===== src/rtl/cmd_executor_pkg.sv =====
// Shared constants for the command executor: opcodes, reply headers,
// error codes, special read indices and the controller state encoding.
package cmd_executor_pkg;

    // Command opcodes (byte 0 of a received payload)
    localparam logic [7:0] OP_PING  = 8'h01;
    localparam logic [7:0] OP_WRITE = 8'h02;
    localparam logic [7:0] OP_READ  = 8'h03;

    // Reply header bytes (byte 0 of a transmitted payload)
    localparam logic [7:0] RSP_ERR   = 8'h80;
    localparam logic [7:0] RSP_PING  = 8'h81;
    localparam logic [7:0] RSP_WRITE = 8'h82;
    localparam logic [7:0] RSP_READ  = 8'h83;

    // Error codes carried in byte 1 of an error reply; 0 means "no error"
    localparam logic [7:0] ERR_NONE = 8'h00;
    localparam logic [7:0] ERR_RX   = 8'h01;
    localparam logic [7:0] ERR_LEN  = 8'h02;
    localparam logic [7:0] ERR_IDX  = 8'h03;
    localparam logic [7:0] ERR_OP   = 8'h04;

    // Read index map: status words start at 0x80, 0xFF returns drop_count
    localparam logic [7:0] STATUS_BASE = 8'h80;
    localparam logic [7:0] DROP_IDX    = 8'hFF;

    // Minimum payload lengths per command
    localparam logic [7:0] LEN_MIN_WRITE = 8'd6;
    localparam logic [7:0] LEN_MIN_READ  = 8'd2;

    typedef enum logic [1:0] {
        S_IDLE    = 2'd0,
        S_DECODE  = 2'd1,
        S_EXEC    = 2'd2,
        S_WAIT_TX = 2'd3
    } state_t;

    // Saturating 16-bit increment used by the drop counter
    function automatic logic [15:0] sat_inc16(input logic [15:0] value);
        if (value == 16'hFFFF) begin
            return value;
        end else begin
            return value + 16'd1;
        end
    endfunction

endpackage


===== src/rtl/cmd_executor_reg_bank.sv =====
// Control register bank: NUM_REGS writable 32-bit registers with a
// one-cycle write strobe per register, plus the read mux that also
// covers the read-only status words and the drop counter.
module cmd_reg_bank
    import cmd_executor_pkg::*;
#(
    parameter int  NUM_REGS   = 32,
    parameter int  NUM_STATUS = 8,
    localparam int ST_W       = (NUM_STATUS > 0) ? NUM_STATUS : 1
) (
    input  logic                     clk,
    input  logic                     rst_n,
    input  logic                     i_wr_en,
    input  logic [7:0]               i_wr_idx,
    input  logic [31:0]              i_wr_data,
    input  logic [7:0]               i_rd_idx,
    input  logic [32*ST_W-1:0]       i_status,
    input  logic [15:0]              i_drop_count,
    output logic [32*NUM_REGS-1:0]   o_regs,
    output logic [NUM_REGS-1:0]      o_wr_stb,
    output logic [31:0]              o_rd_data
);

    logic [31:0]         r_regs [NUM_REGS];
    logic [NUM_REGS-1:0] r_wr_stb;
    logic [31:0]         w_rd_data;

    // Register write port; the strobe is registered alongside the data so
    // both become visible in the same cycle
    always_ff @(posedge clk or negedge rst_n) begin
        if (!rst_n) begin
            for (int i = 0; i < NUM_REGS; i++) begin
                r_regs[i] <= 32'd0;
            end
            r_wr_stb <= '0;
        end else begin
            for (int i = 0; i < NUM_REGS; i++) begin
                if (i_wr_en && (i_wr_idx == 8'(i))) begin
                    r_regs[i]   <= i_wr_data;
                    r_wr_stb[i] <= 1'b1;
                end else begin
                    r_wr_stb[i] <= 1'b0;
                end
            end
        end
    end

    // Flatten the register array onto the packed output bus
    always_comb begin
        o_regs = '0;
        for (int i = 0; i < NUM_REGS; i++) begin
            o_regs[32*i +: 32] = r_regs[i];
        end
    end

    // Read mux over control registers, status words and the drop counter;
    // indices that hit nothing read as zero (the decoder rejects them anyway)
    always_comb begin
        w_rd_data = 32'd0;
        if (i_rd_idx == DROP_IDX) begin
            w_rd_data = {16'd0, i_drop_count};
        end else begin
            for (int i = 0; i < NUM_REGS; i++) begin
                w_rd_data = (i_rd_idx == 8'(i)) ? r_regs[i] : w_rd_data;
            end
            for (int i = 0; i < NUM_STATUS; i++) begin
                w_rd_data = (i_rd_idx == (STATUS_BASE + 8'(i))) ? i_status[32*i +: 32] : w_rd_data;
            end
        end
    end

    assign o_wr_stb  = r_wr_stb;
    assign o_rd_data = w_rd_data;

endmodule


===== src/rtl/cmd_executor.sv =====
// Command executor: decodes rx command packets (ping / write / read),
// updates the control register bank and hands exactly one reply per
// accepted command to the tx packetiser. Packets arriving while a command
// is in flight are dropped and counted.
module cmd_executor
    import cmd_executor_pkg::*;
#(
    parameter int  NUM_REGS   = 32,
    parameter int  NUM_STATUS = 8,
    parameter int  BUF_BYTES  = 16,
    localparam int ST_W       = (NUM_STATUS > 0) ? NUM_STATUS : 1
) (
    input  logic                     clk,
    input  logic                     rst_n,
    input  logic                     rx_packet_done,
    input  logic                     rx_packet_error,
    input  logic [7:0]               rx_payload_len,
    input  logic [8*BUF_BYTES-1:0]   rx_buf,
    input  logic [32*ST_W-1:0]       status_in,
    input  logic                     tx_done,
    output logic                     tx_packet_wr,
    output logic [7:0]               tx_payload_len,
    output logic [8*BUF_BYTES-1:0]   tx_buf,
    output logic [32*NUM_REGS-1:0]   out_regs,
    output logic [NUM_REGS-1:0]      out_wr_stb,
    output logic [15:0]              drop_count
);

    state_t                 r_state;
    state_t                 w_next_state;
    logic [7:0]             r_len;
    logic [47:0]            r_hdr;       // bytes 0..5 of the accepted payload
    logic [7:0]             r_err;       // ERR_NONE or the error to report
    logic                   r_tx_wr;
    logic [7:0]             r_tx_len;
    logic [8*BUF_BYTES-1:0] r_tx_buf;
    logic [15:0]            r_drop;

    logic [7:0]             w_op;
    logic [7:0]             w_idx;
    logic [8:0]             w_idx_ext;
    logic [31:0]            w_wr_data;
    logic                   w_idx_is_reg;
    logic                   w_idx_is_status;
    logic [7:0]             w_dec_err;
    logic                   w_wr_en;
    logic [31:0]            w_rd_data;
    logic [7:0]             w_tx_len;
    logic [8*BUF_BYTES-1:0] w_tx_buf;

    assign w_op      = r_hdr[7:0];
    assign w_idx     = r_hdr[15:8];
    assign w_idx_ext = {1'b0, w_idx};
    // Data bytes arrive big-endian: byte 2 is the MSB
    assign w_wr_data = {r_hdr[23:16], r_hdr[31:24], r_hdr[39:32], r_hdr[47:40]};

    // Index classification done in 9 bits so the status window can never wrap
    assign w_idx_is_reg    = (w_idx_ext < 9'(NUM_REGS));
    assign w_idx_is_status = (w_idx_ext >= 9'(STATUS_BASE)) &&
                             (w_idx_ext < (9'(STATUS_BASE) + 9'(NUM_STATUS)));

    assign w_wr_en = (r_state == S_EXEC) && (r_err == ERR_NONE) && (w_op == OP_WRITE);

    // Only payload bytes 0..5 carry command content
    generate
        if (BUF_BYTES > 6) begin : g_rx_tail
            logic w_unused_rx_tail;
            assign w_unused_rx_tail = ^rx_buf[8*BUF_BYTES-1:48];
        end
    endgenerate

    cmd_reg_bank #(
        .NUM_REGS   (NUM_REGS),
        .NUM_STATUS (NUM_STATUS)
    ) u_reg_bank (
        .clk          (clk),
        .rst_n        (rst_n),
        .i_wr_en      (w_wr_en),
        .i_wr_idx     (w_idx),
        .i_wr_data    (w_wr_data),
        .i_rd_idx     (w_idx),
        .i_status     (status_in),
        .i_drop_count (r_drop),
        .o_regs       (out_regs),
        .o_wr_stb     (out_wr_stb),
        .o_rd_data    (w_rd_data)
    );

    // Controller state register
    always_ff @(posedge clk or negedge rst_n) begin
        if (!rst_n) begin
            r_state <= S_IDLE;
        end else begin
            r_state <= w_next_state;
        end
    end

    // Next-state logic; a corrupt packet skips decode and goes straight to
    // reply, and wins over a simultaneous valid packet
    always_comb begin
        w_next_state = r_state;
        case (r_state)
            S_IDLE: begin
                if (rx_packet_error) begin
                    w_next_state = S_EXEC;
                end else if (rx_packet_done) begin
                    w_next_state = S_DECODE;
                end else begin
                    w_next_state = S_IDLE;
                end
            end
            S_DECODE:  w_next_state = S_EXEC;
            S_EXEC:    w_next_state = S_WAIT_TX;
            S_WAIT_TX: begin
                if (tx_done) begin
                    w_next_state = S_IDLE;
                end else begin
                    w_next_state = S_WAIT_TX;
                end
            end
            default:   w_next_state = S_IDLE;
        endcase
    end

    // Command validation: length 0 is always "too short", otherwise an
    // unknown opcode is reported before any length or index problem
    always_comb begin
        w_dec_err = ERR_NONE;
        if (r_len == 8'd0) begin
            w_dec_err = ERR_LEN;
        end else begin
            case (w_op)
                OP_PING:  w_dec_err = ERR_NONE;
                OP_WRITE: begin
                    if (r_len < LEN_MIN_WRITE) begin
                        w_dec_err = ERR_LEN;
                    end else if (!w_idx_is_reg) begin
                        w_dec_err = ERR_IDX;
                    end else begin
                        w_dec_err = ERR_NONE;
                    end
                end
                OP_READ: begin
                    if (r_len < LEN_MIN_READ) begin
                        w_dec_err = ERR_LEN;
                    end else if (!(w_idx_is_reg || w_idx_is_status || (w_idx == DROP_IDX))) begin
                        w_dec_err = ERR_IDX;
                    end else begin
                        w_dec_err = ERR_NONE;
                    end
                end
                default:  w_dec_err = ERR_OP;
            endcase
        end
    end

    // Reply formation from the decoded result; read data is taken live
    // from the bank so it reflects the value present during execution
    always_comb begin
        w_tx_len = 8'd0;
        w_tx_buf = '0;
        if (r_err != ERR_NONE) begin
            w_tx_len        = 8'd2;
            w_tx_buf[15:0]  = {r_err, RSP_ERR};
        end else begin
            case (w_op)
                OP_PING: begin
                    w_tx_len       = 8'd1;
                    w_tx_buf[7:0]  = RSP_PING;
                end
                OP_WRITE: begin
                    w_tx_len       = 8'd2;
                    w_tx_buf[15:0] = {w_idx, RSP_WRITE};
                end
                OP_READ: begin
                    w_tx_len       = 8'd6;
                    w_tx_buf[47:0] = {w_rd_data[7:0], w_rd_data[15:8], w_rd_data[23:16],
                                      w_rd_data[31:24], w_idx, RSP_READ};
                end
                default: begin
                    w_tx_len       = 8'd2;
                    w_tx_buf[15:0] = {ERR_OP, RSP_ERR};
                end
            endcase
        end
    end

    // Decode latches: capture the packet on acceptance, then the result
    always_ff @(posedge clk or negedge rst_n) begin
        if (!rst_n) begin
            r_len <= 8'd0;
            r_hdr <= 48'd0;
            r_err <= ERR_NONE;
        end else begin
            case (r_state)
                S_IDLE: begin
                    if (rx_packet_error) begin
                        r_err <= ERR_RX;
                    end else if (rx_packet_done) begin
                        r_len <= rx_payload_len;
                        r_hdr <= rx_buf[47:0];
                        r_err <= ERR_NONE;
                    end
                end
                S_DECODE: r_err <= w_dec_err;
                default:  r_err <= r_err;
            endcase
        end
    end

    // Reply registers: loaded and announced once per command, held until
    // the next command executes
    always_ff @(posedge clk or negedge rst_n) begin
        if (!rst_n) begin
            r_tx_wr  <= 1'b0;
            r_tx_len <= 8'd0;
            r_tx_buf <= '0;
        end else if (r_state == S_EXEC) begin
            r_tx_wr  <= 1'b1;
            r_tx_len <= w_tx_len;
            r_tx_buf <= w_tx_buf;
        end else begin
            r_tx_wr  <= 1'b0;
        end
    end

    // Busy-drop counter: any rx event outside idle is discarded and counted
    always_ff @(posedge clk or negedge rst_n) begin
        if (!rst_n) begin
            r_drop <= 16'd0;
        end else if ((r_state != S_IDLE) && (rx_packet_done || rx_packet_error)) begin
            r_drop <= sat_inc16(r_drop);
        end else begin
            r_drop <= r_drop;
        end
    end

    assign tx_packet_wr   = r_tx_wr;
    assign tx_payload_len = r_tx_len;
    assign tx_buf         = r_tx_buf;
    assign drop_count     = r_drop;

endmodule


===== config.mk =====
export PLATFORM = sky130hd
export DESIGN_NAME = cmd_executor
export DESIGN_NICKNAME = d
export VERILOG_FILES = /design/src/rtl/cmd_executor_pkg.sv /design/src/rtl/cmd_executor_reg_bank.sv /design/src/rtl/cmd_executor.sv
export SDC_FILE = /design/constraint.sdc
export NUM_CORES = 2
export LEC_CHECK = 0
export CORE_AREA = 2 2 621 623
export DETAILED_ROUTE_END_ITERATION = 16
export DIE_AREA = 0 0 623 625
export GPL_TIMING_DRIVEN = 0
export MAX_ROUTING_LAYER = met4
export PLACE_DENSITY = 0.4
export SLEW_MARGIN = 5
export SYNTH_ARGS = -nofsm -noshare
export SYNTH_HDL_FRONTEND = slang
export SYNTH_HIERARCHICAL = 1
export SYNTH_SLANG_ARGS = --single-unit

===== constraint.sdc =====
create_clock -name clk -period 6.2 [get_ports clk]
set_input_delay 0.62 -clock clk [delete_from_list [all_inputs] [get_ports clk]]
set_output_delay 0.62 -clock clk [all_outputs]
set_load 0.01 [all_outputs]

==> flow_summary.ini <==
[floorplan]
num_io_pins = 1606
start_util_pct = 14.5
dieArea_sq_um = 389000
core_area_sq_um = 384000
num_rows = 228
die_h_microns = 625
die_w_microns = 623

[logic_synthesis]
yosysSeqAreaShare_pct = 53.0
yosysMostFrequentCell = nand2_1
synth_top_area_share_pct = 53.0
synth.largest_area_cell = dfrtp_1
synthArstFlopShare_pct = 100
yosys_register_bits = 1180
synthTopCellsByCount = 1618 x nand2_1, 1180 x dfrtp_1, 566 x mux2_2, 267 x clkbuf_1, 171 x nor2_1
ys.flop_type = dfrtp_1
syn_inst = 5502
yosys_warnings = 6
synth_edf_count = 0
synth_area_leaders = dfrtp_1 53%, mux2_2 11%, nand2_1 11%
synth_cell_type_count = 94
synth_area_sq_um = 55700
avgSynthCellArea_sq_um = 10.1

[worst_setup_path]
required_ns = 7.00
r2r_end = tx_buf[47]
r2r_cells = 14
cp-end-kind = flop
startpoint = r_hdr[9]
critPathMaxFanout = 11
r2r-start = r_hdr[9]
rrSetupSlack_ns = -0.22
cp-endpoint = tx_buf[47]
critPathLaunchType = flop
worst-setup-path-type = flop to flop
arrival_ns = 7.22

[placed_design]
place.gp.congestion = 0.953
preCtsSetupSlack_ns = -1.64
dp_hpwl_microns = 513000
portBuffers = 1435
post_dp_cell_area_sq_um = 78400

[sta]
slew_headroom_pct = -3.31
worst_slack_ns = -0.219
finalCritPeriodShare_pct = 104
fin_tns_setup_ns = -1.25
max_freq_mhz = 156
finalCriticalPeriod_ns = 6.42
fin_skew_ns = 0.0655
worstMarginPinSlew_ns = 1.54
setup_violations = 14
rsz0062_at_grt = no
drv_slew = 5
finalHoldViolCount = 0

[cells_and_area]
nets = 7673
finalInstanceArea_sq_um = 84500
regArea_sq_um = 29500
drive_above_1_share_pct = 17.7
multi_input_area_sq_um = 24200
area_delta_synth_final_pct = 51.6
num-fill-cells = 41570

[grt]
top_usage_layer = met2
grt_pass1_wl_microns = 756000
grt_overflow = 0
track_usage_pct = 31.9
met1_usage_pct = 34.3
grt_start_max_net_pins = 140
met2_usage_pct = 52.3
grt_pass1_vias = 55702
grt_use_met3_pct = 10.0
antenna_found_initial = 137

[route]
ant_nets = 0
drt-initial-drc-count = 8050
route.vias.total = 59684
drc = 0
avgViaCountPerCell = 4.77
wirelength_microns = 626000
dr.pass1.iters = 8
detail_route.wl_per_cell_microns = 50.0

[pwr]
leakage_nw = 37.5
pwr_density_cell_nw_per_um2 = 361
ir_worst_vdd_uv = 198

[clock_network]
cts-root-buf = clkbuf_16
clockBufferDepth = 4
cts_tree = done
htree_levels = 4
clk_latency_ns = 0.92
clkSinkCount = 1180
clk_pin_slew_ns = 0.06
numCtsBuffers = 166

[status]
violations = capacitance limit, slew limit, setup timing
status = finished with violations

[hold_path]
hp-class = input port to asynchronous set/reset pin

[job]
drv_cap = 2
-- how the worst min path moves through the flow --
stage	startpoint	to	slack, ns	depth (start not counted)
finish	rst_n	r_hdr[1]	0.25	2
global route	rst_n	r_hdr[1]	0.29	2
CTS	rx_buf[41]	r_hdr[41]	0.24	2
detailed placement	tx_buf[7]	tx_buf[7]	0.46	1
global placement	tx_buf[7]	tx_buf[7]	0.46	1
floorplan	rst_n	drop_count[0]	0.32	0
-- through the flow --
stage               hold slack [ns]  cells  total power [mW]  utilization [%]
CTS                           0.243  12463              30.4             22.0
detailed placement            0.461  12162              19.8             20.4
global placement              0.457  12086              19.3             20.0
floorplan                     0.324   5591              11.6                -
finish                        0.251  12519              30.5             22.0
global route                  0.287  12493              30.8             22.0
-- state kept, by name, summed over array words and instances (netlist names) --
name                 cells
r_hdr                   48
tx_buf                  43
tx_packet_wr             1
r_state                  2
u_reg_bank/o_regs     1024
drop_count              16
tx_payload_len           3
r_len                    8
r_err                    3
u_reg_bank/o_wr_stb     32
-- layer usage --
| layer | up-vias | wire [microns] |
|---|---|---|
| met5 | - | 0 |
| met4 | 0 | 41500 |
| met3 | 1055 | 61000 |
| met1 | 31487 | 225000 |
| met2 | 4251 | 299000 |
| li1 | 22891 | - |
-- cell type report --
class | instances | area share, %
clock buffer | 247 | 5.84
timing repair buffer | 1516 | 18.7
buffer | 535 | 3.26
clock inverter | 50 | 0.890
inverter | 29 | 0.129
antenna | 55 | 0.163
tap | 5060 | 7.49
multi-input combinational | 3847 | 28.6
sequential | 1180 | 35.0
-- critical path, cell delays in order (launching register included) --
cell and delay [ns]:
dfrtp_1 1.00, buf_4 0.35, buf_4 0.28, buf_2 0.43
buf_4 0.58, buf_4 0.68, buf_4 0.62, mux2i_1 0.24
o21ai_0 0.15, a21boi_0 0.68, o22ai_1 0.17, o21ai_1 0.20
buf_6 0.20, o211ai_1 0.26, a22o_1 0.28
-- repair_timing --
action / 4_1_cts / 5_1_grt
cloned: 0 / 0
endpoints found under the setup margin: 211 / 167
hold buffers: 1 / 0
endpoints found under the hold margin: 63 / 0
setup buffers: 3 / 0
gates resized for setup: 59 / 3
-- cells in the final DEF, fill, tap and decap left out, types with 30 or more instances in the layout --
cell / count
nor3_1: 34
mux2_2: 566
a22oi_1: 166
a22o_1: 62
mux2i_1: 62
o21ai_0: 136
buf_2: 78
clkbuf_16: 168
diode_2: 55
dfrtp_1: 1177
nand3_1: 58
a221oi_1: 55
clkbuf_8: 43
clkdlybuf4s50_1: 1434
o211ai_1: 33
conb_1: 90
a31oi_1: 34
nor2_1: 144
a21oi_1: 148
buf_4: 157
o22ai_1: 108
buf_1: 46
o221ai_1: 30
mux2_1: 59
clkbuf_2: 60
nand2_1: 1615
clkbuf_1: 243
-- power breakdown --
group | switching, mW | internal, mW | leakage [nW]
Clock | 4.37 | 6.07 | 2.79
Combinational | 9.17 | 2.21 | 18.4
Sequential | 0.752 | 7.96 | 16.4
-- cells by family after synthesis --
kind of cell | share of synthesized area [%]
fa+ha+maj | 0.0224
simple gates | 15.4
compound gates | 12.3
mux | 14.2
xor+xnor | 0.126
other cells | 0.00673
buf+inv | 4.90
flops | 53.0
Note: power is estimated with default switching activity, not from simulation.
